## config.mk

```make
export PLATFORM = sky130hd
export DESIGN_NAME = darkuart_arb
export DESIGN_NICKNAME = d
export VERILOG_FILES = /design/src/rtl/darkuart_arb_pkg.sv /design/src/rtl/darkuart_arb_rr.sv /design/src/rtl/darkuart_arb.sv
export SDC_FILE = /design/constraint.sdc
export NUM_CORES = 1
export LEC_CHECK = 0
export CAP_MARGIN = 15
export CORE_ASPECT_RATIO = 1.4
export CORE_MARGIN = 5
export CORE_UTILIZATION = 25
export CTS_BUF_LIST = sky130_fd_sc_hd__clkbuf_4
export DETAILED_ROUTE_END_ITERATION = 6
export GPL_TIMING_DRIVEN = 0
export PLACE_DENSITY_LB_ADDON = 0.12
export RECOVER_POWER = 25
export SLEW_MARGIN = 10
export SYNTH_ARGS = -nofsm -noshare
export SYNTH_HDL_FRONTEND = slang
export SYNTH_SLANG_ARGS = --single-unit
```

## constraint.sdc

```tcl
create_clock -name clk -period 2.38 [get_ports clk]
set_input_delay 0.595 -clock clk [delete_from_list [all_inputs] [get_ports clk]]
set_output_delay 0.595 -clock clk [all_outputs]
set_load 0.02 [all_outputs]
```

## src/rtl/darkuart_arb_pkg.sv

```systemverilog
// rtl/darkuart_arb_pkg.sv - shared encodings for the darkuart two-master arbiter
// Holds the sequencer state encoding, master index constants and the default
// read latency used by darkuart_arb.
package darkuart_arb_pkg;

   typedef enum logic [1:0] {
      IDLE  = 2'd0,
      ISSUE = 2'd1,
      WAIT  = 2'd2,
      ACK   = 2'd3
   } state_t;

   localparam logic M0 = 1'b0;
   localparam logic M1 = 1'b1;

   localparam int RD_LAT_DEF = 1;

endpackage

```

## src/rtl/darkuart_arb_rr.sv

```systemverilog
// rtl/darkuart_arb_rr.sv - two-input round-robin picker
// Ports:
//   req  : raw requests, bit n = master n
//   hold : masters excluded this cycle (just acknowledged)
//   last : index of the master granted most recently
//   gnt  : one-hot pick, 00 when nobody eligible
module rr_arb2 (
   input  logic [1:0] req,
   input  logic [1:0] hold,
   input  logic       last,
   output logic [1:0] gnt
);

   logic [1:0] eligible;

   always_comb begin
      eligible = req & ~hold;
      gnt      = eligible;
      // On a tie the master that did not go last wins.
      if (eligible == 2'b11) begin
         gnt = last ? 2'b01 : 2'b10;
      end
   end

endmodule

```

## src/rtl/darkuart_arb.sv

```systemverilog
// rtl/darkuart_arb.sv - shares the darkuart register port between two masters
// Ports:
//   clk, res             : clock, asynchronous active-low reset
//   mN_rd/wr/be/datai    : master N request (held until mN_ack), write wins over read
//   mN_datao, mN_ack     : read data (held until next ack), one-cycle completion
//   mN_irq               : combinational copy of u_irq
//   u_rd/u_wr/u_be/u_datai, u_datao, u_irq : darkuart register interface
//   grant, busy          : current owner (one-hot), sequencer not idle
module darkuart_arb
   import darkuart_arb_pkg::*;
#(
   parameter int RD_LAT = RD_LAT_DEF,
   parameter int DW     = 32
) (
   input  logic          clk,
   input  logic          res,
   input  logic          m0_rd,
   input  logic          m0_wr,
   input  logic [3:0]    m0_be,
   input  logic [DW-1:0] m0_datai,
   output logic [DW-1:0] m0_datao,
   output logic          m0_ack,
   output logic          m0_irq,
   input  logic          m1_rd,
   input  logic          m1_wr,
   input  logic [3:0]    m1_be,
   input  logic [DW-1:0] m1_datai,
   output logic [DW-1:0] m1_datao,
   output logic          m1_ack,
   output logic          m1_irq,
   output logic          u_rd,
   output logic          u_wr,
   output logic [3:0]    u_be,
   output logic [DW-1:0] u_datai,
   input  logic [DW-1:0] u_datao,
   input  logic          u_irq,
   output logic [1:0]    grant,
   output logic          busy
);

   state_t     state;
   logic [1:0] hold;
   logic       last;
   logic       own;
   logic       cmd_wr;
   logic [2:0] cnt;
   logic [1:0] req;
   logic [1:0] gnt;

   assign req    = {m1_rd | m1_wr, m0_rd | m0_wr};
   assign m0_irq = u_irq;
   assign m1_irq = u_irq;

   rr_arb2 u_rr (
      .req  (req),
      .hold (hold),
      .last (last),
      .gnt  (gnt)
   );

   always_ff @(posedge clk or negedge res) begin
      if (!res) begin
         state    <= IDLE;
         hold     <= 2'b00;
         last     <= M1;
         own      <= M0;
         cmd_wr   <= 1'b0;
         cnt      <= 3'd0;
         u_rd     <= 1'b0;
         u_wr     <= 1'b0;
         u_be     <= 4'd0;
         u_datai  <= '0;
         m0_datao <= '0;
         m1_datao <= '0;
         m0_ack   <= 1'b0;
         m1_ack   <= 1'b0;
         grant    <= 2'b00;
         busy     <= 1'b0;
      end else begin
         // Strobes and acks are single-cycle unless set below.
         u_rd   <= 1'b0;
         u_wr   <= 1'b0;
         m0_ack <= 1'b0;
         m1_ack <= 1'b0;
         case (state)
            IDLE: begin
               hold <= 2'b00;
               if (gnt != 2'b00) begin
                  own   <= gnt[1];
                  last  <= gnt[1];
                  grant <= gnt;
                  busy  <= 1'b1;
                  state <= ISSUE;
                  // The command register doubles as the u_be/u_datai drivers,
                  // so they keep their value once the strobe has gone.
                  if (gnt[1]) begin
                     cmd_wr  <= m1_wr;
                     u_wr    <= m1_wr;
                     u_rd    <= ~m1_wr;
                     u_be    <= m1_be;
                     u_datai <= m1_datai;
                  end else begin
                     cmd_wr  <= m0_wr;
                     u_wr    <= m0_wr;
                     u_rd    <= ~m0_wr;
                     u_be    <= m0_be;
                     u_datai <= m0_datai;
                  end
               end
            end
            ISSUE: begin
               if (cmd_wr || RD_LAT == 0) begin
                  if (!cmd_wr) begin
                     if (own) m1_datao <= u_datao;
                     else     m0_datao <= u_datao;
                  end
                  m0_ack <= ~own;
                  m1_ack <= own;
                  state  <= ACK;
               end else begin
                  cnt   <= 3'(RD_LAT - 1);
                  state <= WAIT;
               end
            end
            WAIT: begin
               if (cnt == 3'd0) begin
                  if (own) m1_datao <= u_datao;
                  else     m0_datao <= u_datao;
                  m0_ack <= ~own;
                  m1_ack <= own;
                  state  <= ACK;
               end else begin
                  cnt <= cnt - 3'd1;
               end
            end
            ACK: begin
               // Mask the finishing master for one IDLE cycle so a request
               // it has not dropped yet is not granted again.
               hold  <= grant;
               grant <= 2'b00;
               busy  <= 1'b0;
               state <= IDLE;
            end
            default: state <= IDLE;
         endcase
      end
   end

endmodule
```

# After elaboration in Yosys (flattened, before gate mapping)
# Cells that the tools add are included.
# word_totals
romBits	0
input_bits	111
ram_bits	0
elab_cells	71
mem_count	0
regBits	117
latch_bits	0
output_inout_bits	109
# op_classes
multipliers	0
magnitude_cmp	0
shift	0
bitwise	7
n_reduce_logical	11
div	0
n_addsub	1
n_eq_ne	8
muxes	28
# op_table
operator	n
32-bit two-way mux	1
1-bit two-way mux	12
2-bit two-way mux	5
3-bit AND reduction	3
2-bit inequality test, second input constant	4
2-bit one-hot mux with 2 select lines	2
2-bit one-hot mux with 4 select lines	1
2-bit equality test, second input constant	3
3-bit two-way mux	2
1-bit one-hot mux with 2 select lines	3
3-bit one-hot mux with 2 select lines	1
2-bit AND reduction	3
2-bit nonzero test	3
4-bit two-way mux	1
3-bit logical NOT	1
1-bit NOT	3
3-bit by 1-bit subtractor with 3-bit output, second input constant	1
2-bit bitwise AND	1
2-bit by 1-bit equality test with 1-bit output, second input constant	1
2-bit logical NOT	1
2-bit NOT	1
1-bit bitwise OR	2

# Depth between registers and ports, before layout
# depth
word_depth	7
depth_mapped	7
mapped_depth_nobuf	6

# By module
# From an unflattened synthesis, not the netlist that was laid out.
# unflattened
hier_cells	378
hier_area_um2	5054.8
# modules_own_cells
module	cells_each	area_per_inst_um2	n_inst
darkuart_arb	374	5022.3	1
rr_arb2	4	32.5	1

# Worst setup path after synthesis
# Ideal clock, no wire load.
# synth_path
kind	register to register
from	register state[0]
to	register m0_datao[0]
required_time_ps	2255
setup_slack_ps	696
setup_time_ps	125
arrival_time_ps	1558
stages_incl_launch_ff	8
period_less_slack_ps	1684
n_path_buf	3
cell_sequence	dfrtp_1 > inv_1 > ha_1 > buf_2 > and3_4 > buf_6 > buf_6 > mux2_4
# synth_between
elab_chain_cells	2
# synth_rtl
element	line	source
from (decl)	darkuart_arb.sv:41	state_t state;
from (signal assigned)	darkuart_arb.sv:63	state <= IDLE;
from (signal assigned)	darkuart_arb.sv:93	state <= ISSUE;
from (signal assigned)	darkuart_arb.sv:119	state <= ACK;
2-bit equality test	darkuart_arb.sv:85	case (state)
3-bit AND reduction (no line)	-	
to (signal assigned)	darkuart_arb.sv:115	else m0_datao <= u_datao;
to (signal assigned)	darkuart_arb.sv:128	else m0_datao <= u_datao;
to (decl)	darkuart_arb.sv:21	output logic [DW-1:0] m0_datao,
# No other way between the ends.
# A chain may end at the register's enable or synchronous reset.

# Worst setup path in the final report
# layout_path
from	register grant[1]
to	output port grant[1]
# layout_lines
element	line	source
from (decl)	darkuart_arb.sv:37	output logic [1:0] grant,
from (signal assigned)	darkuart_arb.sv:91	grant <= gnt;
# No word-level cell between the ends.

==> summary.md <==
| Metric | Value |
|---|---|
| Setup violators final | 0 |
| Count of nets after finishing | 786 |
| Buf/Inv on CP | 1 |
| TritonCTS clock tree | yes |
| Class of the most critical hold timing path | reg2reg |
| CP Capture Type | output pin |
| Tightest Pin Transition | between 1.5 and 2 ns |
| Count of vias placed by the detailed router | approximately 4,000 |
| Hold path cells | 1 |
| Switching Fraction | 0.396 |
| Peak fanout along the critical path | 4 |
| Area enclosed by the die boundary | approximately 0.023 mm² |
| Sequential element share of the synthesized area | 0.575 |
| Cell area after technology mapping | ~0.005 mm² |
| Fmax achieved | 0.462 GHz |
| DR WL met3 | approximately 1.7 mm |
| Initial Util | 0.255 |
| Clock power share | 0.131 |
| Setup Total Neg Slack | 0 ns |
| Worst flop-to-flop path startpoint | state[1] |
| TritonCTS buffer count | 17 |
| Area delta synth->final | 55.4% |
| CTS H-tree lvls | 4 |
| Clock sink count | around 120 |
| Run status | finished, violations left |
| Async set-or-reset flop fraction in the synthesized netlist | 1.00 |
| M1 wire length | slightly above 6 mm |
| Total power draw | around 11 mW |
| Mapped Nets | about 550 |
| Number of buffers on the longest clock path | 2 |
| Final-report hold violation count | 0 |
| Clock skew | 0.0398 ns |
| Number of top-level pins | between 200 and 250 |
| Tot GR Track Use | 0.129 |
| Hold Crit Endpoint | m0_ack |
| Global-route wire length before repair | 23.5 mm |
| Post-detailed-routing wire length | roughly 15 mm |
| Final routed wire length divided by cell count | 15.9 µm |
| Slowest cell delay on critical path | about 0.62 ns |
| Vias per std cell | between 4 and 5 |
| Startpoint of the lowest-slack hold path | own |
| Unrepaired setup endpoints after global routing | no |
| Detailed Route Iter0 Violations | approximately 120 |
| Warnings, synthesis | 0 |
| Largest delay share family, worst path | buffers and inverters |
| Flops & latches, synth | 117 |
| Worst-skew pair later-pin latency | between 0.5 and 0.6 ns |
| Clock Pin Slew Worst Setup and Hold Paths | roughly 0.15 ns |
| WP data arrival | 1.57 ns |
| Vert. Die Dim | roughly 180 µm |
| Cell type of the slowest stage on the worst timing path | clkdlybuf4s50_1 |
| Total core area | between 0.015 and 0.02 mm² |
| Ratio of cells with drive above 1 in the final layout | 0.182 |
| Max-slew violation count | 59 |
| Count of input and output buffers | roughly 220 |
| Most used DFF post-synth | dfrtp_1 |
| Max capacitance violation total | 1 |
| CP cell instances | clkdlybuf4s50_1 |
| Gate count of the mapped netlist | 429 |
| Internal power summed over all cells | 6.78 mW |
| Portion of the clock cycle consumed by the worst path in the final layout | 0.910 |
| Leakage power summed over all cells | between 3 and 4 nW |
| R2R cell count | 6 |
| Total length of routed met2 wires | slightly below 7 mm |
| Clock root buffer | clkbuf_4 |
| Post-synthesis area per instance | 11.9 µm² |
| Reg-to-reg endpoint | u_datai[27] |
| FP Rows | between 60 and 70 |
| Die Wd | approximately 130 µm |
| Startpoint Class | register |
| Total congestion overflow after global routing | 0 |
| Routed Antenna Nets | 0 |
| Residual DRC count | 0 |
| Required time of the worst setup path | approximately 1.8 ns |
| Yosys cell types | 41 |
| Category of the most critical setup path | reg2out |
| Part of the power in combinational logic | 0.555 |
| Count of buffers added by post-CTS timing repair for setup | 0 |
| Final Wtd Congestion | around 0.76 |
| Count of flip-flops with a built-in enable after synthesis | 0 |
| Worst reg-to-reg setup slack | between 0.4 and 0.5 ns |
| Largest net degree at the start of global routing | 60 |
| Violations in the final reports | capacitance limit, slew limit |
| VDD IR max | 0.469 mV |
| Final worst path period need | between 2 and 2.5 ns |
| Topmost layer with routed signal wires | met4 |
| HPWL after detailed placement | approximately 12 mm |
| Cell Pwr Density | 1420 mW/mm² |
| Number of antenna violations at the first check in global routing | 1 |
| Iteration count of the initial detailed-routing pass | 4 |
| Vias in the first global route | roughly 4,400 |
| P_sw | ~4.5 mW |
| Fraction of power consumed by sequential logic | 0.314 |
| Worst-case headroom to the max-slew limit | -0.0560 |
[cell usage after synthesis, types with 2 or more instances]
| library cell | number | area [µm²] |
|---|---|---|
| a21o_1 | 2 | 15.0 |
| a22o_1 | 2 | 17.5 |
| a31oi_1 | 38 | 238 |
| buf_2 | 12 | 60.1 |
| buf_4 | 8 | 60.1 |
| buf_6 | 4 | 45.0 |
| clkbuf_1 | 2 | 7.51 |
| dfrtp_1 | 116 | 2900 |
| ha_1 | 7 | 87.6 |
| inv_1 | 8 | 30.0 |
| mux2_1 | 8 | 90.1 |
| mux2_2 | 28 | 315 |
| mux2_4 | 30 | 450 |
| nand2_1 | 86 | 323 |
| nand2b_1 | 2 | 12.5 |
| nand3_1 | 3 | 15.0 |
| nor2_1 | 42 | 158 |
| o21ai_0 | 7 | 35.0 |
| o22ai_1 | 2 | 12.5 |
[flip-flops by register name (all words and copies together), names as in the netlist]
register	cells
busy	1
cmd_wr	1
cnt	3
grant	2
hold	2
last	1
m0_ack	1
m0_datao	32
m1_ack	1
m1_datao	32
own	1
state	2
u_be	4
u_datai	32
u_rd	1
u_wr	1
[cell usage in the layout (no fill, tap or decap), types with 3 or more instances in the layout]
cell             Yosys  routed
nand3_1              3       3
buf_2               12      12
mux2_4              30      30
mux2_2              28      28
a31oi_1             38      38
nand2_1             86      86
mux2_1               8       8
clkinvlp_4           0       3
inv_6                0       3
buf_6                4       4
nor2_1              42      42
dfrtp_1            116     116
o21ai_0              7       7
ha_1                 7       7
clkdlybuf4s50_1      0     217
inv_1                8       8
clkinv_4             0       4
clkbuf_4             0      18
buf_4                8       8
[per-stage QoR]
stage / worst slack (ns) / std cells / instance area, µm² / hold slack [ns] / util
6_report: 0.214 / 934 / 7920 / 0.499 / 0.396
5_1_grt: 0.0826 / 934 / 7920 / 0.517 / 0.396
4_1_cts: 0.124 / 933 / 7920 / 0.490 / 0.396
3_5_place_dp: 0.0436 / 900 / 7620 / 0.480 / 0.381
2_1_floorplan: 0.696 / 429 / 5090 / 0.299 / -
3_3_place_gp: -4.09 / 899 / 7590 / 0.478 / 0.380
[worst max-delay path by stage]
stage | start | to | slack (ns) | depth (start not counted)
2_1_floorplan | state[0] | m0_datao[0] | 0.70 | 7
3_3_place_gp | res | u_datai[10] | -4.09 | 1
3_5_place_dp | m1_wr | u_be[0] | 0.04 | 6
4_1_cts | grant[1] | grant[1] | 0.12 | 1
5_1_grt | grant[1] | grant[1] | 0.08 | 1
6_report | grant[1] | grant[1] | 0.21 | 1
[power by group through the flow]
stage / combinational (mW) / sequential, mW / clock (mW)
after floorplan: 2.43 / 4.64 / 0
after global placement: 6.33 / 3.54 / 0
after detailed placement: 6.36 / 3.57 / 0
after CTS: 6.37 / 3.54 / 1.55
after global routing: 6.76 / 3.66 / 1.64
final: 6.23 / 3.53 / 1.47
[per-layer routing]
metal | GRT usage | up-vias
met5 | 0 | -
met1 | 0.151 | 1940
met3 | 0.0662 | 13
li1 | - | 1954
met4 | 0.0403 | 0
met2 | 0.206 | 192
[what timing repair did]
action | CTS | global route
hold buffers | 1 | 0
hold endpoints to repair | 20 | 0
gates resized for setup | 0 | 0
[cell families (layout without fill, tap and decap cells)]
logic type | Yosys count | after routing | share of synthesized area
adder cells (fa/ha/maj) | 7 | 7 | 0.0172
AO/OA/AOI/OAI | 63 | 63 | 0.0857
other | 0 | 1 | 0
AND/OR/NAND/NOR | 142 | 142 | 0.114
buffers and inverters | 34 | 286 | 0.0398
multiplexers | 66 | 66 | 0.168
flip-flops | 117 | 117 | 0.575
[cell type report]
| cell class | instances | area [µm²] |
|---|---|---|
| Antenna cell | 1 | 2.50 |
| Buffer | 26 | 173 |
| Clock buffer | 18 | 135 |
| Clock inverter | 14 | 154 |
| Fill cell | 1998 | 12100 |
| Inverter | 8 | 30.0 |
| Multi-Input combinational cell | 278 | 1960 |
| Sequential cell | 117 | 2930 |
| Tap cell | 252 | 315 |
| Timing Repair Buffer | 220 | 2210 |
(Power assumes the default switching activity.)
